<file path="config.mk">
export PLATFORM = sky130hd
export DESIGN_NAME = cuckoo_ctrl_flat
export DESIGN_NICKNAME = d
export VERILOG_FILES = /design/src/rtl/cuckoo_pkg.sv /design/src/rtl/cuckoo_ctrl_if.sv /design/src/rtl/sat_counter.sv /design/src/rtl/cuckoo_ctrl.sv /design/src/flat_wrapper.sv
export SDC_FILE = /design/constraint.sdc
export NUM_CORES = 1
export LEC_CHECK = 0
export CAP_MARGIN = 20
export CELL_PAD_IN_SITES_DETAIL_PLACEMENT = 0
export CELL_PAD_IN_SITES_GLOBAL_PLACEMENT = 1
export CORE_MARGIN = 5
export CORE_UTILIZATION = 21
export CTS_CLUSTER_SIZE = 40
export DETAILED_ROUTE_END_ITERATION = 6
export GPL_ROUTABILITY_DRIVEN = 0
export PLACE_DENSITY_LB_ADDON = 0.15
export SKIP_LAST_GASP = 1
export SLEW_MARGIN = 10
export SYNTH_ARGS = -nofsm -noshare
export SYNTH_HDL_FRONTEND = slang
export SYNTH_HIERARCHICAL = 1
export SYNTH_SLANG_ARGS = --single-unit
</file>
<file path="constraint.sdc">
create_clock -name clk -period 1.7 [get_ports clk]
set_clock_uncertainty 0.1 [all_clocks]
set_input_delay 0.255 -clock clk [delete_from_list [all_inputs] [get_ports clk]]
set_output_delay 0.255 -clock clk [all_outputs]
set_load 0.02 [all_outputs]
</file>
<file path="src/rtl/cuckoo_pkg.sv">
// Shared types, default widths and the key tag extraction helper for the
// two-bank cuckoo hash controller.
package cuckoo_pkg;

    localparam int DEF_WIDTH       = 64;
    localparam int DEF_TAG_WIDTH   = 12;
    localparam int DEF_INDEX_WIDTH = 6;
    localparam int MAX_KEY_WIDTH   = 128;

    typedef enum logic {
        OP_LOOKUP = 1'b0,
        OP_INSERT = 1'b1
    } op_e;

    typedef enum logic [1:0] {
        ST_OK     = 2'd0,
        ST_DUP    = 2'd1,
        ST_FULL   = 2'd2,
        ST_BADKEY = 2'd3
    } status_e;

    typedef enum logic [2:0] {
        IDLE    = 3'd0,
        PROBE_L = 3'd1,
        PROBE_R = 3'd2,
        WRITE   = 3'd3,
        RESP    = 3'd4
    } state_e;

    // Tag lives directly above the bank index bits of the key.
    function automatic logic [MAX_KEY_WIDTH-1:0] key_tag(
        input logic [MAX_KEY_WIDTH-1:0] key,
        input int                       tag_w,
        input int                       idx_w
    );
        logic [MAX_KEY_WIDTH-1:0] mask;
        mask = {MAX_KEY_WIDTH{1'b1}} >> (MAX_KEY_WIDTH - tag_w);
        return (key >> idx_w) & mask;
    endfunction

endpackage

</file>
<file path="src/rtl/cuckoo_ctrl_if.sv">
// Request/response handshake bundle of the cuckoo controller; the slave
// modport is the controller side, the master modport is the requester side.
interface cuckoo_ctrl_if #(
    parameter int WIDTH = 64
);
    logic             req_valid_i;
    logic             req_ready_o;
    logic             req_op_i;
    logic [WIDTH-1:0] req_key_i;
    logic             rsp_valid_o;
    logic             rsp_ready_i;
    logic             rsp_hit_o;
    logic             rsp_side_o;
    logic [1:0]       rsp_status_o;

    modport master (
        output req_valid_i, req_op_i, req_key_i, rsp_ready_i,
        input  req_ready_o, rsp_valid_o, rsp_hit_o, rsp_side_o, rsp_status_o
    );

    modport slave (
        input  req_valid_i, req_op_i, req_key_i, rsp_ready_i,
        output req_ready_o, rsp_valid_o, rsp_hit_o, rsp_side_o, rsp_status_o
    );
endinterface

</file>
<file path="src/rtl/sat_counter.sv">
// Event counter that sticks at all-ones instead of wrapping; synchronous clear.
module sat_counter #(
    parameter int W = 32
) (
    input  logic         clk,
    input  logic         clr_i,
    input  logic         inc_i,
    output logic [W-1:0] count_o
);
    logic [W-1:0] count_q, count_d;

    always_comb begin
        count_d = count_q;
        if (inc_i && (count_q != '1)) begin
            count_d = count_q + W'(1);
        end
    end

    always_ff @(posedge clk) begin
        if (clr_i) begin
            count_q <= '0;
        end else begin
            count_q <= count_d;
        end
    end

    assign count_o = count_q;
endmodule

</file>
<file path="src/rtl/cuckoo_ctrl.sv">
// Two-bank cuckoo hash lookup/insert controller. Optional response statistics
// counters are built when CUCKOO_CTRL_STATS_EN is defined.
module cuckoo_ctrl
    import cuckoo_pkg::*;
#(
    parameter int WIDTH       = DEF_WIDTH,
    parameter int TAG_WIDTH   = DEF_TAG_WIDTH,
    parameter int INDEX_WIDTH = DEF_INDEX_WIDTH
) (
    input  logic                 clk,
    input  logic                 rst,
    cuckoo_ctrl_if.slave         bus,
    output logic                 l_read_o,
    output logic                 l_write_o,
    output logic [WIDTH-1:0]     l_addr_o,
    output logic [WIDTH-1:0]     l_data_o,
    input  logic                 l_hit_i,
    input  logic [TAG_WIDTH-1:0] l_tag_i,
    input  logic                 l_valid_i,
    output logic                 r_read_o,
    output logic                 r_write_o,
    output logic [WIDTH-1:0]     r_addr_o,
    output logic [WIDTH-1:0]     r_data_o,
    input  logic                 r_hit_i,
    input  logic [TAG_WIDTH-1:0] r_tag_i,
    input  logic                 r_valid_i
`ifdef CUCKOO_CTRL_STATS_EN
   ,output logic [31:0]          stat_lookups_o,
    output logic [31:0]          stat_hits_o,
    output logic [31:0]          stat_inserts_o,
    output logic [31:0]          stat_fails_o
`endif
);

    state_e                 state_q, state_d;
    op_e                    op_q, op_d;
    logic [WIDTH-1:0]       key_q, key_d;
    logic                   l_hit_q, l_hit_d, r_hit_q, r_hit_d;
    logic [TAG_WIDTH-1:0]   l_tag_q, l_tag_d, r_tag_q, r_tag_d;
    logic                   side_q, side_d;
    status_e                status_q, status_d;

    logic l_hit_now, r_hit_now, tag_zero;
    logic req_ready, rsp_valid;

    assign l_hit_now = l_hit_i & l_valid_i;
    assign r_hit_now = r_hit_i & r_valid_i;
    assign tag_zero  = (key_tag(MAX_KEY_WIDTH'(key_q), TAG_WIDTH, INDEX_WIDTH) == '0);

    always_ff @(posedge clk) begin
        if (rst) begin
            state_q  <= IDLE;
            op_q     <= OP_LOOKUP;
            key_q    <= '0;
            l_hit_q  <= 1'b0;
            r_hit_q  <= 1'b0;
            l_tag_q  <= '0;
            r_tag_q  <= '0;
            side_q   <= 1'b0;
            status_q <= ST_OK;
        end else begin
            state_q  <= state_d;
            op_q     <= op_d;
            key_q    <= key_d;
            l_hit_q  <= l_hit_d;
            r_hit_q  <= r_hit_d;
            l_tag_q  <= l_tag_d;
            r_tag_q  <= r_tag_d;
            side_q   <= side_d;
            status_q <= status_d;
        end
    end

    // Response fields are latched on the transition into RESP so they stay put
    // for however long the consumer stalls.
    always_comb begin
        state_d  = state_q;
        op_d     = op_q;
        key_d    = key_q;
        l_hit_d  = l_hit_q;
        r_hit_d  = r_hit_q;
        l_tag_d  = l_tag_q;
        r_tag_d  = r_tag_q;
        side_d   = side_q;
        status_d = status_q;
        case (state_q)
            IDLE: begin
                if (bus.req_valid_i) begin
                    op_d    = op_e'(bus.req_op_i);
                    key_d   = bus.req_key_i;
                    l_hit_d = 1'b0;
                    r_hit_d = 1'b0;
                    l_tag_d = '0;
                    r_tag_d = '0;
                    state_d = PROBE_L;
                end
            end
            PROBE_L: begin
                l_hit_d = l_hit_now;
                l_tag_d = l_tag_i;
                if (op_q == OP_LOOKUP && l_hit_now) begin
                    side_d   = 1'b0;
                    status_d = ST_OK;
                    state_d  = RESP;
                end else if (op_q == OP_INSERT && tag_zero) begin
                    side_d   = 1'b0;
                    status_d = ST_BADKEY;
                    state_d  = RESP;
                end else begin
                    state_d = PROBE_R;
                end
            end
            PROBE_R: begin
                r_hit_d = r_hit_now;
                r_tag_d = r_tag_i;
                state_d = RESP;
                if (op_q == OP_LOOKUP) begin
                    side_d   = r_hit_now;
                    status_d = ST_OK;
                end else if (l_hit_q || r_hit_now) begin
                    side_d   = ~l_hit_q;
                    status_d = ST_DUP;
                end else if (l_tag_q == '0 || r_tag_i == '0) begin
                    state_d = WRITE;
                end else begin
                    side_d   = 1'b0;
                    status_d = ST_FULL;
                end
            end
            WRITE: begin
                side_d   = (l_tag_q != '0);
                status_d = ST_OK;
                state_d  = RESP;
            end
            RESP: begin
                if (bus.rsp_ready_i) begin
                    state_d = IDLE;
                end
            end
            default: state_d = IDLE;
        endcase
    end

    // Strobes are masked by rst so an abandoned request never reaches a bank.
    always_comb begin
        req_ready = 1'b0;
        rsp_valid = 1'b0;
        l_read_o  = 1'b0;
        r_read_o  = 1'b0;
        l_write_o = 1'b0;
        r_write_o = 1'b0;
        if (!rst) begin
            case (state_q)
                IDLE:    req_ready = 1'b1;
                PROBE_L: l_read_o  = 1'b1;
                PROBE_R: r_read_o  = 1'b1;
                WRITE: begin
                    l_write_o = (l_tag_q == '0);
                    r_write_o = (l_tag_q != '0) && (r_tag_q == '0);
                end
                RESP:    rsp_valid = 1'b1;
                default: req_ready = 1'b0;
            endcase
        end
    end

    assign bus.req_ready_o  = req_ready;
    assign bus.rsp_valid_o  = rsp_valid;
    assign bus.rsp_hit_o    = (status_q == ST_DUP) || ((op_q == OP_LOOKUP) && (l_hit_q || r_hit_q));
    assign bus.rsp_side_o   = side_q;
    assign bus.rsp_status_o = status_q;

    assign l_addr_o = key_q;
    assign l_data_o = key_q;
    assign r_addr_o = key_q;
    assign r_data_o = key_q;

`ifdef CUCKOO_CTRL_STATS_EN
    logic rsp_fire;
    assign rsp_fire = rsp_valid & bus.rsp_ready_i;

    sat_counter #(.W(32)) u_stat_lookups (
        .clk     (clk),
        .clr_i   (rst),
        .inc_i   (rsp_fire && op_q == OP_LOOKUP),
        .count_o (stat_lookups_o)
    );

    sat_counter #(.W(32)) u_stat_hits (
        .clk     (clk),
        .clr_i   (rst),
        .inc_i   (rsp_fire && op_q == OP_LOOKUP && bus.rsp_hit_o),
        .count_o (stat_hits_o)
    );

    sat_counter #(.W(32)) u_stat_inserts (
        .clk     (clk),
        .clr_i   (rst),
        .inc_i   (rsp_fire && op_q == OP_INSERT),
        .count_o (stat_inserts_o)
    );

    sat_counter #(.W(32)) u_stat_fails (
        .clk     (clk),
        .clr_i   (rst),
        .inc_i   (rsp_fire && (status_q == ST_FULL || status_q == ST_BADKEY)),
        .count_o (stat_fails_o)
    );
`endif

endmodule

</file>
<file path="src/flat_wrapper.sv">
// flat-port wrapper written by rule: the top's interface ports become plain ports
module cuckoo_ctrl_flat import cuckoo_pkg::*;
#(
    parameter int WIDTH       = DEF_WIDTH,
    parameter int TAG_WIDTH   = DEF_TAG_WIDTH,
    parameter int INDEX_WIDTH = DEF_INDEX_WIDTH
)
  (clk, rst, l_read_o, l_write_o, l_addr_o, l_data_o, l_hit_i, l_tag_i, l_valid_i, r_read_o, r_write_o, r_addr_o, r_data_o, r_hit_i, r_tag_i, r_valid_i, bus_req_valid_i, bus_req_op_i, bus_req_key_i, bus_rsp_ready_i, bus_req_ready_o, bus_rsp_valid_o, bus_rsp_hit_o, bus_rsp_side_o, bus_rsp_status_o);
  cuckoo_ctrl_if #(.WIDTH(WIDTH)) bus_i ();
  input  logic clk;
  input  logic rst;
  output logic l_read_o;
  output logic l_write_o;
  output logic [WIDTH-1:0] l_addr_o;
  output logic [WIDTH-1:0] l_data_o;
  input  logic l_hit_i;
  input  logic [TAG_WIDTH-1:0] l_tag_i;
  input  logic l_valid_i;
  output logic r_read_o;
  output logic r_write_o;
  output logic [WIDTH-1:0] r_addr_o;
  output logic [WIDTH-1:0] r_data_o;
  input  logic r_hit_i;
  input  logic [TAG_WIDTH-1:0] r_tag_i;
  input  logic r_valid_i;
  input wire logic [$bits(bus_i.req_valid_i)-1:0] bus_req_valid_i;
  input wire logic [$bits(bus_i.req_op_i)-1:0] bus_req_op_i;
  input wire logic [$bits(bus_i.req_key_i)-1:0] bus_req_key_i;
  input wire logic [$bits(bus_i.rsp_ready_i)-1:0] bus_rsp_ready_i;
  output wire logic [$bits(bus_i.req_ready_o)-1:0] bus_req_ready_o;
  output wire logic [$bits(bus_i.rsp_valid_o)-1:0] bus_rsp_valid_o;
  output wire logic [$bits(bus_i.rsp_hit_o)-1:0] bus_rsp_hit_o;
  output wire logic [$bits(bus_i.rsp_side_o)-1:0] bus_rsp_side_o;
  output wire logic [$bits(bus_i.rsp_status_o)-1:0] bus_rsp_status_o;
  assign bus_i.req_valid_i = bus_req_valid_i;
  assign bus_i.req_op_i = bus_req_op_i;
  assign bus_i.req_key_i = bus_req_key_i;
  assign bus_i.rsp_ready_i = bus_rsp_ready_i;
  assign bus_req_ready_o = bus_i.req_ready_o;
  assign bus_rsp_valid_o = bus_i.rsp_valid_o;
  assign bus_rsp_hit_o = bus_i.rsp_hit_o;
  assign bus_rsp_side_o = bus_i.rsp_side_o;
  assign bus_rsp_status_o = bus_i.rsp_status_o;
  cuckoo_ctrl #(.WIDTH(WIDTH), .TAG_WIDTH(TAG_WIDTH), .INDEX_WIDTH(INDEX_WIDTH)) u_core (.clk(clk), .rst(rst), .bus(bus_i), .l_read_o(l_read_o), .l_write_o(l_write_o), .l_addr_o(l_addr_o), .l_data_o(l_data_o), .l_hit_i(l_hit_i), .l_tag_i(l_tag_i), .l_valid_i(l_valid_i), .r_read_o(r_read_o), .r_write_o(r_write_o), .r_addr_o(r_addr_o), .r_data_o(r_data_o), .r_hit_i(r_hit_i), .r_tag_i(r_tag_i), .r_valid_i(r_valid_i));
endmodule
</file>
After elaboration in Yosys (flattened, before gate mapping)
Index checks and enable logic that the tools add are counted.
Widths: inputs -> output; s select.
- bits in registers: 97
- bits of input ports: 97
- word-level logic and storage cells: 82
- equal/unequal tests: 9
- muxes and demuxes: 38
- bitwise logic cells: 4
- reduce and logical (&&, ||, !) cells: 22
- operators by type and width (cell ; number):
    $logic_not 128->1 ; 1
    $pmux 12 s2 ; 2
    $logic_not 12->1 ; 3
    $mux 3 ; 7
    $mux 1 ; 18
    $pmux 3 s5 ; 1
    $mux 12 ; 1
    $reduce_bool 12->1 ; 1
    $mux 2 ; 5
    $reduce_and 2->1 ; 4
    $eq 3x2->1 const B ; 2
    $pmux 2 s3 ; 1
    $logic_and 1x1->1 ; 4
    $logic_or 1x1->1 ; 4
    $ne 2x2->1 const B ; 2
    $ne 4x4->1 const B ; 1
    $pmux 1 s2 ; 2
    $reduce_bool 2->1 ; 2
    $eq 3x1->1 const B ; 1
    $eq 3x3->1 const B ; 1
    $logic_not 3->1 ; 1
    $ne 3x1->1 const B ; 1
    $pmux 1 s3 ; 1
    $reduce_and 3->1 ; 1
    4 further kinds ; 6

Longest topological paths before layout
Gate-level depths: netlist of run 1.
- word-level depth: 6
- mapped depth: 7
- depth with buffers taken out: 5

Worst setup path after synthesis of run 1
No wires, ideal clock.
- path type: input port to output port
- start point: input port rst
- end point: output port bus_rsp_valid_o
- arrival time: 1382 ps
- slack: -37 ps
- stages: 3
- buffers on the path: 2
- cells stage by stage: clkbuf_1 > buf_1 > nor4b_1
- cells in the longest elaborated chain, start to end: 1
- RTL lines (element ; RTL line ; text):
    from (decl) ; flat_wrapper.sv:11 ; input logic rst;
    $mux 1 ; cuckoo_ctrl.sv:152 ; if (!rst) begin
    to (decl) ; flat_wrapper.sv:31 ; output wire logic [$bits(bus_i.rsp_valid_o)-1:0] bus_rsp_valid_o;
Every way passes these cells.

Worst setup path after layout of run 1
- start point: register u_core.l_tag_q[1]
- end point: output port r_write_o
- cells in the longest elaborated chain, start to end: 4
- RTL lines (element ; RTL line ; text):
    from (decl) ; cuckoo_ctrl.sv:39 ; logic [TAG_WIDTH-1:0] l_tag_q, l_tag_d, r_tag_q, r_tag_d;
    from (signal assigned) ; cuckoo_ctrl.sv:67 ; l_tag_q <= l_tag_d;
    $reduce_bool 12->1 ; cuckoo_ctrl.sv:159 ; r_write_o = (l_tag_q != '0) && (r_tag_q == '0);
    $logic_and 1x1->1 ; cuckoo_ctrl.sv:159 ;
    $mux 1 ; cuckoo_ctrl.sv:153 ; case (state_q)
    $mux 1 ; cuckoo_ctrl.sv:152 ;
    to (decl) ; flat_wrapper.sv:20 ; output logic r_write_o;
Every way passes these cells.

==> results of run 1 <==
==> cell families after synthesis <==
kind of cell           after synthesis  share of synthesized area, %
AOI/OAI and AO/OA                  107                          13.2
buffers and inverters              223                          31.5
DFF                                 97                          38.8
and+or+nand+nor                    180                          16.5
==> metal layers <==
| layer | GRT usage, % | up-vias |
|---|---|---|
| met1 | 13.3 | 2269 |
| met4 | 4.27 | 2 |
| li1 | - | 2282 |
| met3 | 3.04 | 14 |
| met2 | 22.6 | 180 |
| met5 | 0 | - |
==> how the worst min path moves through the flow <==
stage                                    start                              end  slack (ps)  depth (start not counted)
2_1_floorplan                       l_tag_i[2]   u_core/l_tag_q[2]$_SDFFE_PP0P_         290                          1
3_3_place_gp   u_core/r_tag_q[11]$_SDFFE_PP0P_  u_core/r_tag_q[11]$_SDFFE_PP0P_         360                          1
3_5_place_dp    u_core/r_tag_q[9]$_SDFFE_PP0P_   u_core/r_tag_q[9]$_SDFFE_PP0P_         360                          1
4_1_cts                                    rst   u_core/r_tag_q[0]$_SDFFE_PP0P_         280                          3
5_1_grt                                    rst         u_core/op_q$_SDFFE_PP0P_         310                          3
6_report                                   rst         u_core/op_q$_SDFFE_PP0P_         300                          3
==> state kept, by name, indices dropped and copies added, names as in the netlist, 2 cells and up <==
register / cells
u_core/l_addr_o: 64
u_core/bus.rsp_status_o: 2
u_core/l_tag_q: 12
u_core/state_q: 3
u_core/r_tag_q: 12
==> what timing repair did <==
item | in CTS | in global routing
cloned | 0 | 7
hold buffers | 0 | 0
resized for setup | 325 | 130
setup endpoints to repair | 357 | 99
pin swaps | 13 | 57
setup buffers | 4 | 9
==> power by group <==
part | total, mW | leakage (nW) | internal, mW | switching [mW]
logic | 2.52 | 3.53 | 1.14 | 1.39
clock network | 2.13 | 0.147 | 1.17 | 0.963
registers | 2.58 | 0.797 | 2.43 | 0.156
total | 7.24 | 4.47 | 4.73 | 2.51
==> synth_stat cells <==
library cell	n	area share (%)
sky130_fd_sc_hd__a21o_1	1	0.15
sky130_fd_sc_hd__a21oi_1	73	7.3
sky130_fd_sc_hd__a22o_1	23	4.0
sky130_fd_sc_hd__a22oi_1	1	0.15
sky130_fd_sc_hd__a311o_1	1	0.20
sky130_fd_sc_hd__a311oi_1	2	0.35
sky130_fd_sc_hd__a311oi_2	1	0.30
sky130_fd_sc_hd__a31oi_1	1	0.13
sky130_fd_sc_hd__a32oi_1	2	0.35
sky130_fd_sc_hd__and2b_1	1	0.15
sky130_fd_sc_hd__and3_1	1	0.13
sky130_fd_sc_hd__and4_1	1	0.18
sky130_fd_sc_hd__buf_1	3	0.23
sky130_fd_sc_hd__buf_2	7	0.70
sky130_fd_sc_hd__buf_4	195	29
sky130_fd_sc_hd__clkbuf_1	17	1.3
sky130_fd_sc_hd__dfxtp_1	97	39
sky130_fd_sc_hd__inv_1	1	0.075
sky130_fd_sc_hd__nand2_1	135	10
sky130_fd_sc_hd__nand2b_1	1	0.13
sky130_fd_sc_hd__nand3_1	4	0.40
sky130_fd_sc_hd__nand3b_1	4	0.60
sky130_fd_sc_hd__nand4_1	1	0.13
sky130_fd_sc_hd__nor2_1	9	0.68
sky130_fd_sc_hd__nor2b_1	1	0.13
sky130_fd_sc_hd__nor3_1	6	0.60
sky130_fd_sc_hd__nor3b_2	1	0.25
sky130_fd_sc_hd__nor3b_4	1	0.38
sky130_fd_sc_hd__nor4_1	10	1.3
sky130_fd_sc_hd__nor4_4	1	0.43
sky130_fd_sc_hd__nor4b_1	1	0.18
sky130_fd_sc_hd__nor4b_2	1	0.30
sky130_fd_sc_hd__nor4b_4	1	0.48
sky130_fd_sc_hd__o21ai_0	1	0.10
sky130_fd_sc_hd__o22ai_1	1	0.13
==> through the flow <==
step / worst slack [ps] / TNS [ps] / hold WS [ps] / cell area, um2 / utilization, %
floorplan: 26.5 / 0 / 288 / 5010 / -
global placement: -338 / -8330 / 358 / 7980 / 34.0
detailed placement: -356 / -9900 / 362 / 7980 / 34.0
CTS: -198 / -532 / 281 / 8090 / 34.5
global route: -231 / -8300 / 314 / 8750 / 37.3
finish: -160 / -3260 / 305 / 8750 / 37.3
==> critical path, delay by kind of cell, from the launching register on <==
family | cells | cell delay, ps
buffers and inverters | 2 | 260
and+or+nand+nor | 3 | 560
DFF | 1 | 340
==> cell type report <==
cell class	count	area, um2
clock buffers	10	229
clock inverters	6	73.8
fillers	2559	14700
inverters	1	3.75
multi-input cells	287	1950
flip-flops and latches	97	1960
well taps	319	399
repair buffers	449	4140
==> impl_metrics.prom, run 1 <==
# TYPE chip_impl_metric gauge
chip_impl_metric{name="worstRegToRegCells",unit=""} 9
chip_impl_metric{name="layout_worst_path_cycle_share",unit="%"} 109
chip_impl_metric{name="cp_max_fo",unit=""} 2
chip_impl_metric{name="grt_use_total",unit="%"} 12.1
chip_impl_info{name="critical_path.cell_chain",value="nor4_4, nand3_2, buf_6, and3_4, buf_6"} 1
chip_impl_metric{name="port_buffers",unit=""} 362
chip_impl_metric{name="ant_diodes",unit=""} 0
chip_impl_metric{name="antenna_found_initial",unit=""} 1
chip_impl_metric{name="report.final.hold_viol_count",unit=""} 0
chip_impl_metric{name="cts.clk_slew.worst_paths",unit="ps"} 70
chip_impl_metric{name="dr_wl_met3",unit="um"} 1410
chip_impl_metric{name="final_slew_viol_count",unit=""} 0
chip_impl_metric{name="mappedNetlistNets",unit=""} 704
chip_impl_metric{name="max-slew-margin-rel",unit="%"} 53.5
chip_impl_metric{name="cellPowerDensity",unit="nW/um2"} 827
chip_impl_metric{name="cp_data_required_time",unit="ps"} 1340
chip_impl_metric{name="synth.yosys.seq_area_share",unit="%"} 38.8
chip_impl_metric{name="core_area",unit="um2"} 23500
chip_impl_metric{name="postSynthRegisterBits",unit=""} 97
chip_impl_metric{name="postRouteAntennaNets",unit=""} 0
chip_impl_metric{name="average_cell_area_after_synthesis",unit="um2"} 8.24
chip_impl_metric{name="clock.fmax",unit="MHz"} 538
chip_impl_metric{name="die_area",unit="um2"} 27000
chip_impl_info{name="violations",value="negative setup slack"} 1
chip_impl_metric{name="worst-endpoint-arrival",unit="ps"} 1510
chip_impl_metric{name="pin_count_of_the_biggest_net_entering_global_routing",unit=""} 45
chip_impl_info{name="clock_tree_from_tritoncts",value="yes"} 1
chip_impl_metric{name="syn2layout_area_growth",unit="%"} 74.8
chip_impl_metric{name="viasPerCell",unit=""} 4.06
chip_impl_metric{name="syn-instance-count",unit=""} 607
chip_impl_metric{name="dp_cells",unit=""} 1134
chip_impl_metric{name="first_global_vias",unit=""} 4384
chip_impl_metric{name="clockBufferDepth",unit=""} 2
chip_impl_metric{name="drv.max_cap_violation_count",unit=""} 0
chip_impl_metric{name="io-pin-count",unit=""} 363
chip_impl_metric{name="r2r_slack",unit="ps"} -130
chip_impl_metric{name="yosysWarnings",unit=""} 6
chip_impl_info{name="status",value="finished with violations"} 1
chip_impl_metric{name="worst_pin_slew",unit="ps"} 697
chip_impl_metric{name="grt_pass1_wl",unit="um"} 25600
chip_impl_metric{name="routed-wl-met2",unit="um"} 10000
chip_impl_info{name="worst_reg2reg_startpoint",value="u_core/state_q[0]$_SDFFE_PP0P_"} 1
chip_impl_metric{name="power.leakage",unit="nW"} 4.47
chip_impl_info{name="critPathSlowestCell",value="sky130_fd_sc_hd__dfxtp_2"} 1
chip_impl_metric{name="setup_viol_count_final",unit=""} 57
chip_impl_metric{name="yosysUniqueCellTypes",unit=""} 35
chip_impl_metric{name="proportion_of_layout_cells_with_a_drive_suffix_above_1",unit="%"} 24.2
chip_impl_metric{name="biggest_cell_delay_along_the_critical_path",unit="ps"} 340
chip_impl_metric{name="postRouteWirelength",unit="um"} 19000
chip_impl_metric{name="setup_slack_of_the_critical_path_after_layout",unit="ps"} -160
chip_impl_info{name="worst_setup_path_endpoint",value="r_write_o"} 1
chip_impl_info{name="crit_path_frequent_cell",value="sky130_fd_sc_hd__buf_6"} 1
chip_impl_info{name="top_layer_used",value="met5"} 1
chip_impl_metric{name="via_total_after_detailed_routing",unit=""} 4747
chip_impl_info{name="reg2reg_to",value="u_core/l_tag_q[9]$_SDFFE_PP0P_"} 1
chip_impl_metric{name="globalRoute.totalOverflow",unit=""} 0
chip_impl_metric{name="tritoncts.num_buffers",unit=""} 9
chip_impl_metric{name="place_hpwl",unit="um"} 14000
chip_impl_metric{name="worstSkewPairLatency",unit="ps"} 350
chip_impl_metric{name="finish.cell_count_without_fillers",unit=""} 1169
chip_impl_metric{name="y_dimension_of_the_die",unit="um"} 164
chip_impl_metric{name="worst_ir_drop_vdd",unit="uV"} 524
chip_impl_metric{name="clock-sinks",unit=""} 97
chip_impl_info{name="most_common_cell_after_layout_fill_and_taps_aside",value="sky130_fd_sc_hd__dlygate4sd2_1"} 1
chip_impl_info{name="cp_launch_type",value="register"} 1
chip_impl_info{name="hp-class",value="input pin to register"} 1
chip_impl_metric{name="h_tree_levels",unit=""} 3
chip_impl_metric{name="initial_core_util",unit="%"} 21.3
chip_impl_info{name="layout_common_cells",value="259 x sky130_fd_sc_hd__dlygate4sd2_1, 103 x sky130_fd_sc_hd__nand2_1, 95 x sky130_fd_sc_hd__clkdlybuf4s50_1, 90 x sky130_fd_sc_hd__dfxtp_1, 67 x sky130_fd_sc_hd__buf_4"} 1
chip_impl_info{name="worst_setup_path_end_kind",value="primary output"} 1
chip_impl_metric{name="post-route-min-period",unit="ps"} 1860
chip_impl_info{name="path_class",value="register to primary output"} 1
chip_impl_info{name="critPathLaunch",value="u_core/l_tag_q[1]$_SDFFE_PP0P_"} 1
chip_impl_metric{name="power.total",unit="mW"} 7.24
chip_impl_metric{name="chipWidth",unit="um"} 164
chip_impl_metric{name="wl_per_cell",unit="um"} 16.2
chip_impl_metric{name="design.final.nets",unit=""} 942
chip_impl_metric{name="detailedRoute.firstIterationViolations",unit=""} 153
chip_impl_metric{name="wl_met1",unit="um"} 7250
chip_impl_metric{name="row_count",unit=""} 56
chip_impl_metric{name="synth_area",unit="um2"} 5000
chip_impl_info{name="rsz0062_at_grt",value="true"} 1
chip_impl_metric{name="drt_first_pass_iters",unit=""} 4
chip_impl_metric{name="drc",unit=""} 0
chip_impl_info{name="clockRootBuffer",value="sky130_fd_sc_hd__clkbuf_16"} 1
No activity file was read; power rests on OpenSTA's default activity.
==> run 2, diff against run 1 <==
Settings changed: CTS_CLUSTER_SIZE 40 to 24.
==> results of run 2 <==
Same layout as run 1: the final DEF is identical, and so are final timing and power.
